### src/rtl/controlador_saida_pkg.sv
// saida_pkg: shared state encoding, default data width and index-width helper for controlador_saida.
// Imported by the arbiter and the output-path controller.
package saida_pkg;

    typedef enum logic [1:0] {OCIOSO, ESCRITA, ESPERA} estado_t;

    localparam int DATA_W_PADRAO = 32;

    function automatic int idx_w(input int n);
        return (n <= 1) ? 1 : $clog2(n);
    endfunction

endpackage

### src/rtl/controlador_saida_arbitro_rr.sv
// arbitro_rr: combinational winner select; round-robin from ptr+1 with wrap,
// or lowest-index-wins when SAIDA_PRIORIDADE_FIXA_EN is defined (no pointer port then).
module arbitro_rr
    import saida_pkg::*;
#(
    parameter int NUM_REQ = 4,
    localparam int IW = idx_w(NUM_REQ)
) (
    input  logic [NUM_REQ-1:0] req,
`ifndef SAIDA_PRIORIDADE_FIXA_EN
    input  logic [IW-1:0]      ptr,
`endif
    output logic [NUM_REQ-1:0] grant,
    output logic [IW-1:0]      idx,
    output logic               valid
);

`ifdef SAIDA_PRIORIDADE_FIXA_EN
    always_comb begin
        idx = '0;
        for (int i = NUM_REQ - 1; i >= 0; i--)
            if (req[i]) idx = IW'(i);
    end
`else
    logic [IW-1:0] k;

    // Scan downward so the candidate closest to ptr+1 is assigned last and wins.
    always_comb begin
        idx = '0;
        k   = '0;
        for (int i = NUM_REQ; i >= 1; i--) begin
            k = IW'((int'(ptr) + i) % NUM_REQ);
            if (req[k]) idx = k;
        end
    end
`endif

    assign valid = |req;
    assign grant = valid ? (NUM_REQ'(1) << idx) : '0;

endmodule

### src/rtl/controlador_saida.sv
// controlador_saida: shares the output register / display path among NUM_REQ requesters
// with req/ack handshake and a minimum hold time; SAIDA_PRIORIDADE_FIXA_EN selects fixed priority.
module controlador_saida
    import saida_pkg::*;
#(
    parameter int NUM_REQ     = 4,
    parameter int DATA_W      = DATA_W_PADRAO,
    parameter int HOLD_CYCLES = 0,
    localparam int IW = idx_w(NUM_REQ)
) (
    input  logic                      CLK,
    input  logic                      RST_n,
    input  logic [NUM_REQ-1:0]        Req,
    input  logic [NUM_REQ*DATA_W-1:0] Dado,
    output logic [NUM_REQ-1:0]        Ack,
    output logic [DATA_W-1:0]         DadoEntrada,
    output logic                      CTRLSaida,
    output logic [IW-1:0]             Fonte,
    output logic                      Ocupado
);

    localparam int CW = 20;

    estado_t             st, nxt;
    logic [CW-1:0]       cnt;
    logic [NUM_REQ-1:0]  grant;
    logic [IW-1:0]       idx;
    logic                valid;

`ifdef SAIDA_PRIORIDADE_FIXA_EN
    arbitro_rr #(.NUM_REQ(NUM_REQ)) u_arb (
        .req(Req), .grant(grant), .idx(idx), .valid(valid)
    );
`else
    logic [IW-1:0] ptr;

    arbitro_rr #(.NUM_REQ(NUM_REQ)) u_arb (
        .req(Req), .ptr(ptr), .grant(grant), .idx(idx), .valid(valid)
    );

    // Reset to the last index so requester 0 is the first round-robin winner.
    always_ff @(posedge CLK or negedge RST_n)
        if (!RST_n) ptr <= IW'(NUM_REQ - 1);
        else if (st == OCIOSO && valid) ptr <= idx;
`endif

    always_comb begin
        nxt = st;
        case (st)
            OCIOSO:  nxt = valid ? ESCRITA : OCIOSO;
            ESCRITA: nxt = (HOLD_CYCLES > 0) ? ESPERA : OCIOSO;
            ESPERA:  nxt = (cnt == '0) ? OCIOSO : ESPERA;
            default: nxt = OCIOSO;
        endcase
    end

    always_ff @(posedge CLK or negedge RST_n) begin
        if (!RST_n) begin
            st          <= OCIOSO;
            cnt         <= '0;
            Ack         <= '0;
            CTRLSaida   <= 1'b0;
            DadoEntrada <= '0;
            Fonte       <= '0;
        end else begin
            st        <= nxt;
            Ack       <= '0;
            CTRLSaida <= 1'b0;
            if (st == OCIOSO && valid) begin
                DadoEntrada <= Dado[int'(idx)*DATA_W +: DATA_W];
                Ack         <= grant;
                CTRLSaida   <= 1'b1;
                Fonte       <= idx;
            end
            if (st == ESCRITA) cnt <= CW'((HOLD_CYCLES > 0) ? HOLD_CYCLES - 1 : 0);
            else if (st == ESPERA && cnt != '0) cnt <= cnt - 1'b1;
        end
    end

    assign Ocupado = (st != OCIOSO);

endmodule

### config.mk
export PLATFORM = sky130hd
export DESIGN_NAME = controlador_saida
export DESIGN_NICKNAME = d
export VERILOG_FILES = /design/src/rtl/controlador_saida_pkg.sv /design/src/rtl/controlador_saida_arbitro_rr.sv /design/src/rtl/controlador_saida.sv
export SDC_FILE = /design/constraint.sdc
export NUM_CORES = 1
export LEC_CHECK = 0
export BUFFER_PORTS_ARGS = -buffer_cell sky130_fd_sc_hd__buf_2
export CAP_MARGIN = 20
export CORE_ASPECT_RATIO = 1.4
export CORE_UTILIZATION = 30
export DETAILED_ROUTE_END_ITERATION = 8
export SETUP_SLACK_MARGIN = 0.05
export SLEW_MARGIN = 20
export SYNTH_ARGS = -nofsm -noshare
export SYNTH_HDL_FRONTEND = slang
export SYNTH_SLANG_ARGS = --single-unit
### constraint.sdc
create_clock -name CLK -period 4.2 [get_ports CLK]
set_input_delay 0.42 -clock CLK [delete_from_list [all_inputs] [get_ports CLK]]
set_output_delay 0.42 -clock CLK [all_outputs]
set_load 0.05 [all_outputs]
Word level (Yosys, flattened, before mapping)
Index checks and enable logic that the tools add are counted.
{ "totals": {"regBits": 63, "input_bits": 134, "output_inout_bits": 40, "wordCells": 48} }
{ "classes": {"addsub": 5, "order_cmp": 4, "n_eq_ne": 2, "shift": 2, "mux": 20, "n_reduce_logical": 8} }
{ "ops": {"columns": ["op", "count"], "rows": [
  ["variable part select 128 x 8 -> 32 bit", 1],
  ["two-way mux 20 bit", 2],
  ["logical NOT 20 bit", 1],
  ["nonzero test 20 bit", 1],
  ["subtractor 20 x 1 -> 20 bit (second input constant)", 1],
  ["< comparator 2 x 3 -> 1 bit (second input constant)", 4],
  ["two-way mux 2 bit", 5],
  ["binary-select mux 1 bit (select 2 bit)", 4],
  ["two-way mux 4 bit", 2],
  ["two-way mux 1 bit", 6],
  ["adder 2 x 1 -> 2 bit (second input constant)", 2],
  ["adder 2 bit (second input constant)", 2],
  ["one-hot mux 2 bit (2 select lines)", 1],
  ["nonzero test 2 bit", 2],
  ["OR reduction 4 bit", 1],
  ["left shift 1 x 2 -> 4 bit (first input constant)", 1],
  ["== test 2 x 1 -> 1 bit (second input constant)", 1],
  ["== test 2 bit (second input constant)", 1],
  ["logical AND 1 bit", 2],
  ["logical NOT 2 bit", 1]
]} }

Longest topological paths before layout
{ "logic_depth": {"word_depth": 10, "depth_mapped": 8, "mapped_depth_nobuf": 7} }

Modules after synthesis
A second synthesis with hierarchy kept.
{ "hier_totals": {"hier_cells": 294, "area_unflattened_um2": 3762.4} }
{ "by_module_without_submodules": {"columns": ["module", "instances", "cells_each", "area_per_inst_um2", "seq_area_each_um2"], "rows": [
  ["controlador_saida", 1, 260, 3514.6, 1554.0],
  ["arbitro_rr", 1, 34, 247.7, 0.0]
]} }

Worst setup path before layout
Ideal clock, no wire load.
{ "synth_path": {"kind": "reg-to-reg", "startpoint": "register cnt[0]", "endpoint": "register cnt[9]", "setup_time_ns": 0.136, "arrival_ns": 2.029, "required_time_ns": 4.064, "setup_slack_ns": 2.034, "path_stages_with_launch": 9, "path_buffers": 1, "synth_period_minus_slack_ns": 2.166, "path_cell_list": "dfrtp_1 > inv_1 > ha_1 > or4b_1 > or4_1 > buf_2 > o21a_1 > a31oi_1 > o22ai_1"} }
{ "synth_between": {"elab_chain_len": 3, "word_cells_on_any_way": 6, "classes_between": "1 x add/sub; 2 x mux; 3 x reduce/logical"} }
{ "synth_rtl": {"columns": ["element", "line_no", "text"], "rows": [
  ["from (decl)", "controlador_saida.sv:25", "logic [CW-1:0] cnt;"],
  ["from (signal assigned)", "controlador_saida.sv:75", "if (st == ESCRITA) cnt <= CW'((HOLD_CYCLES > 0) ? HOLD_CYCLES - 1 : 0);"],
  ["from (signal assigned)", "controlador_saida.sv:76", "else if (st == ESPERA && cnt != '0) cnt <= cnt - 1'b1;"],
  ["subtractor 20 x 1 -> 20 bit or nonzero test 20 bit (tied branches)", "controlador_saida.sv:76", null],
  ["two-way mux 20 bit or logical AND 1 bit (tied branches)", "controlador_saida.sv:76", null],
  ["two-way mux 20 bit or nonzero test 2 bit (tied branches)", null, null]
]} }
Several ways; a longest one is shown, not always the timed one. The select of a mux whose other input is x is not followed.
A chain may end at the register's enable or synchronous reset.

Worst setup path after layout
{ "layout_path": {"startpoint": "register ptr[1]", "endpoint": "register DadoEntrada[30]"} }
{ "layout_between": {"elab_chain_len": 8, "word_cells_on_any_way": 17, "classes_between": "4 x add/sub; 1 x shift; 12 x mux"} }
{ "layout_rtl": {"columns": ["element", "line_no", "text"], "rows": [
  ["from (decl)", "controlador_saida.sv:35", "logic [IW-1:0] ptr;"],
  ["from (signal assigned)", "controlador_saida.sv:43", "if (!RST_n) ptr <= IW'(NUM_REQ - 1);"],
  ["from (signal assigned)", "controlador_saida.sv:44", "else if (st == OCIOSO && valid) ptr <= idx;"],
  ["adder 2 x 1 -> 2 bit", "controlador_saida_arbitro_rr.sv:32", "k = IW'((int'(ptr) + i) % NUM_REQ);"],
  ["binary-select mux 1 bit (select 2 bit)", "controlador_saida_arbitro_rr.sv:33", "if (req[k]) idx = k;"],
  ["two-way mux 1 bit (implied by the code)", "controlador_saida_arbitro_rr.sv:33", null],
  ["two-way mux 2 bit (3 in series)", "controlador_saida_arbitro_rr.sv:33", null],
  ["two-way mux 2 bit *", "controlador_saida_arbitro_rr.sv:33", null],
  ["variable part select 128 x 8 -> 32 bit *", "controlador_saida.sv:70", "DadoEntrada <= Dado[int'(idx)*DATA_W +: DATA_W];"],
  ["to (signal assigned)", "controlador_saida.sv:70", null],
  ["to (decl)", "controlador_saida.sv:16", "output logic [DATA_W-1:0] DadoEntrada,"]
]} }
Mark *: on every way between the ends. The rest lies on a longest branch, timed or not. The select of a mux whose other input is x is not followed.

==> run summary <==
The worst setup path is captured at a register. STA classifies the critical path startpoint as a register. After clock tree synthesis, the clock-pin slew on the worst setup and hold paths is 50 ps. For the worst setup path, the data arrival time is 2670 ps.

The core region is 11000 µm². The remaining max-slew budget at the tightest pin is 0.255. The logs give 11900 µm² for the floorplan die area and 0 for the number of hold buffers added after CTS. The slowest cell on the critical path is sky130_fd_sc_hd__buf_4. The H-tree was split into 3 levels. In this run the static leakage power is 2.47 nW. In this run, synthesis inferred 0 flip-flops with an integrated enable. The switching component of the power is 1.43 mW. The logs give 4450 µm² for the cell area reported after detailed placement and 3258 for the total via count after detailed routing.

For this block, the initial DRC count from the detailed router was 100. For this block, the routed nets add up to 9610 µm of wire. The tools report the number of remaining DRC errors as 0.

The share of total power in the clock network was 0.224. The final total negative setup slack is 0 ps, and the net switching share of the total power is 0.459. In the final routed layout, each cell accounts on average for 14.8 µm.

Gates resized during post-CTS repair numbered 0. After routing the design area is 4730 µm². The critical path goes through nand2b_1 -> a21oi_1 -> o221ai_4 -> buf_4 -> mux2i_1 -> o221ai_1.

In this run the horizontal extent of the chip is 92.6 µm. The first global-routing pass estimated 15200 µm of wire. On the final layout, the worst clock skew is 5.06 ps. Clock tree synthesis found a total of 62 sinks.

The synthesized netlist contains 42 unique library cells. The critical path in this run is classified as reg -> reg. In this design, the stage delay of the slowest critical-path cell is 860 ps.

The maximum VDD drop was 358 µV. The tools report the critical path data required time as 4380 ps. At the pin with the least slew margin, the transition time is 1120 ps. The kind of cell with the highest combined delay along the critical path is buffers and inverters. The total power per unit cell area works out to 655 nW/µm².

The count of buffers added on input and output ports is 173. The tools report the root buffer cell as sky130_fd_sc_hd__clkbuf_16. The proportion of layout cells with a drive suffix above 1 was 0.393; the synthesized area divided by synthesized cell count was 10.3 µm². The flow ran to the end, and the final reports show no timing, DRC or antenna violations.

The tightest min-delay check is of the in -> async type. The maximum clock rate is 401 MHz. In the routed layout, each cell is associated on average with a via count of 5.03. In the layout the commonest cells are sky130_fd_sc_hd__buf_2, sky130_fd_sc_hd__mux2i_1, sky130_fd_sc_hd__dfrtp_1.

For the I/O pin count, the log shows 174. The first detailed-routing pass took 4 iterations. The routed design could run at a clock period as short as 2490 ps.

The sum of overflow across all layers after global routing is 0. The leading register cell type out of synthesis is sky130_fd_sc_hd__dfrtp_1. Leaving out fill and tap cells, the most frequent cell in the layout is sky130_fd_sc_hd__buf_2.

Entering global routing, the biggest net connects 70 pins. The max-slew violation total from the final report was 0. Setup violations remaining at the end of the flow were counted as 0. The overall die height came out at 129 µm. In this run the post-CTS setup repair buffer count came out at 0. Share of synthesized registers carrying an async set or reset: 1.00. The area growth from synthesis to layout is 37.4%.

The CTS buffer count is 9. TritonCTS built the clock tree. The synthesized net count is 470, and the number of antenna violations at the first check in global routing is 0. The sequential share of power was 0.287; the cell count after synthesis was 334.

The run gives 1.68 mW as the internal power consumption. Setup repair after global routing left no endpoint under its margin. Of all nets on the critical path, the largest fanout is 69.

For this run, the post-layout net count is 638. Timing analysis after detailed placement gives a worst setup slack of 1680 ps. The logs give 0.312 for the starting density of the core and 0 for the hold violation total from the final report. The run gives 3206 as the number of global-route vias before repair. Combinational share of power: 0.488. The period utilization works out to 0.593. The later pin in the worst-skew pair is clocked with a latency of 330 ps.

The max-cap violation count was 0; the total number of yosys warnings was 0. The number of buffers on the longest clock path was 2; the final worst slack was 1710 ps. The global-route total usage across every layer was 0.164; the placer's final routability congestion estimate was 0.779. After floorplanning, the core was divided into 45 placement rows. The synthesized design contains 62 register bits. The count of nets left with antenna violations once routing finished came out at 0.

The summed instance area of the synthesized netlist was 3450 µm²; the HPWL after detailed placement was 6820 µm. The critical path buffer and inverter count works out to 1. 0 antenna diodes ended up in the layout.

The run gives 0.451 as the sequential element share of the synthesized area.
[kinds of logic after synthesis]
logic type,Yosys count,share of synthesized area
AOI/OAI and AO/OA,63,0.145
DFF,62,0.451
and+or+nand+nor,104,0.146
adders and majority gates,2,0.00726
buffers and inverters,28,0.0341
muxes,73,0.212
xor gates and xnor gates,2,0.00508
[cell usage after synthesis, types with 3 or more instances]
library cell | number | share of area
sky130_fd_sc_hd__nor2b_1 | 4 | 0.0073
sky130_fd_sc_hd__o41ai_1 | 3 | 0.0076
sky130_fd_sc_hd__nor2_1 | 16 | 0.017
sky130_fd_sc_hd__nor4_1 | 3 | 0.0054
sky130_fd_sc_hd__nand2_1 | 52 | 0.057
sky130_fd_sc_hd__dfrtp_1 | 60 | 0.44
sky130_fd_sc_hd__or4_1 | 3 | 0.0065
sky130_fd_sc_hd__clkbuf_1 | 13 | 0.014
sky130_fd_sc_hd__a21oi_1 | 6 | 0.0087
sky130_fd_sc_hd__mux2i_1 | 73 | 0.21
sky130_fd_sc_hd__nand2b_1 | 5 | 0.0091
sky130_fd_sc_hd__and3_1 | 3 | 0.0054
sky130_fd_sc_hd__o311ai_0 | 3 | 0.0076
sky130_fd_sc_hd__inv_1 | 7 | 0.0076
sky130_fd_sc_hd__nand3_1 | 6 | 0.0087
sky130_fd_sc_hd__o221ai_1 | 33 | 0.084
sky130_fd_sc_hd__buf_2 | 7 | 0.010
sky130_fd_sc_hd__o21ai_0 | 4 | 0.0058
[power by group through the flow]
stage                     logic, mW  clock network (mW)  registers [mW]
after CTS                      1.53               0.719           0.892
after detailed placement       1.53                   0           0.893
after floorplan               0.540                   0            1.49
final                          1.52               0.696           0.891
after global routing           1.60               0.747           0.914
after global placement         1.52                   0           0.895
[layout make-up]
| type | count | area [µm²] |
|---|---|---|
| tap | 141 | 176 |
| clock buffer | 16 | 282 |
| timing repair buffer | 178 | 903 |
| fill | 1137 | 6300 |
| inverter | 7 | 26.3 |
| sequential | 62 | 1550 |
| multi-input combinational | 244 | 1790 |
[layer usage]
layer	routed length, µm	track usage
met1	3910	0.183
met2	5040	0.296
met3	507	0.0473
met4	144	0.0551
met5	0	0
[sequential cells by signal, indices dropped and copies added, names as in the netlist]
register	cells
DadoEntrada	32
cnt	20
Ack	4
Fonte	2
ptr	2
st	2
[per-stage QoR]
step,hold slack (ps),power (mW),utilization,cells
after floorplan,124,2.02,-,334
after global placement,458,2.42,0.404,632
after detailed placement,459,2.43,0.404,632
after CTS,143,3.14,0.429,648
after global routing,181,3.26,0.429,648
final,117,3.10,0.429,648
[final timing paths]
check,start,endpoint,slack (ps),cells past startpoint
max,ptr[1]$_DFFE_PN1P_,DadoEntrada[30]$_DFFE_PN0P_,1710,6
min,RST_n,cnt[9]$_DFFE_PN0P_,120,1
max reg2reg,ptr[1]$_DFFE_PN1P_,DadoEntrada[30]$_DFFE_PN0P_,1710,6
min reg2reg,Fonte[1]$_DFFE_PN0P_,Fonte[1]$_DFFE_PN0P_,470,2
max in group asynchronous,RST_n,Fonte[1]$_DFFE_PN0P_,3180,2
min in group CLK,Dado[7],DadoEntrada[7]$_DFFE_PN0P_,410,3
(Power assumes the default switching activity.)
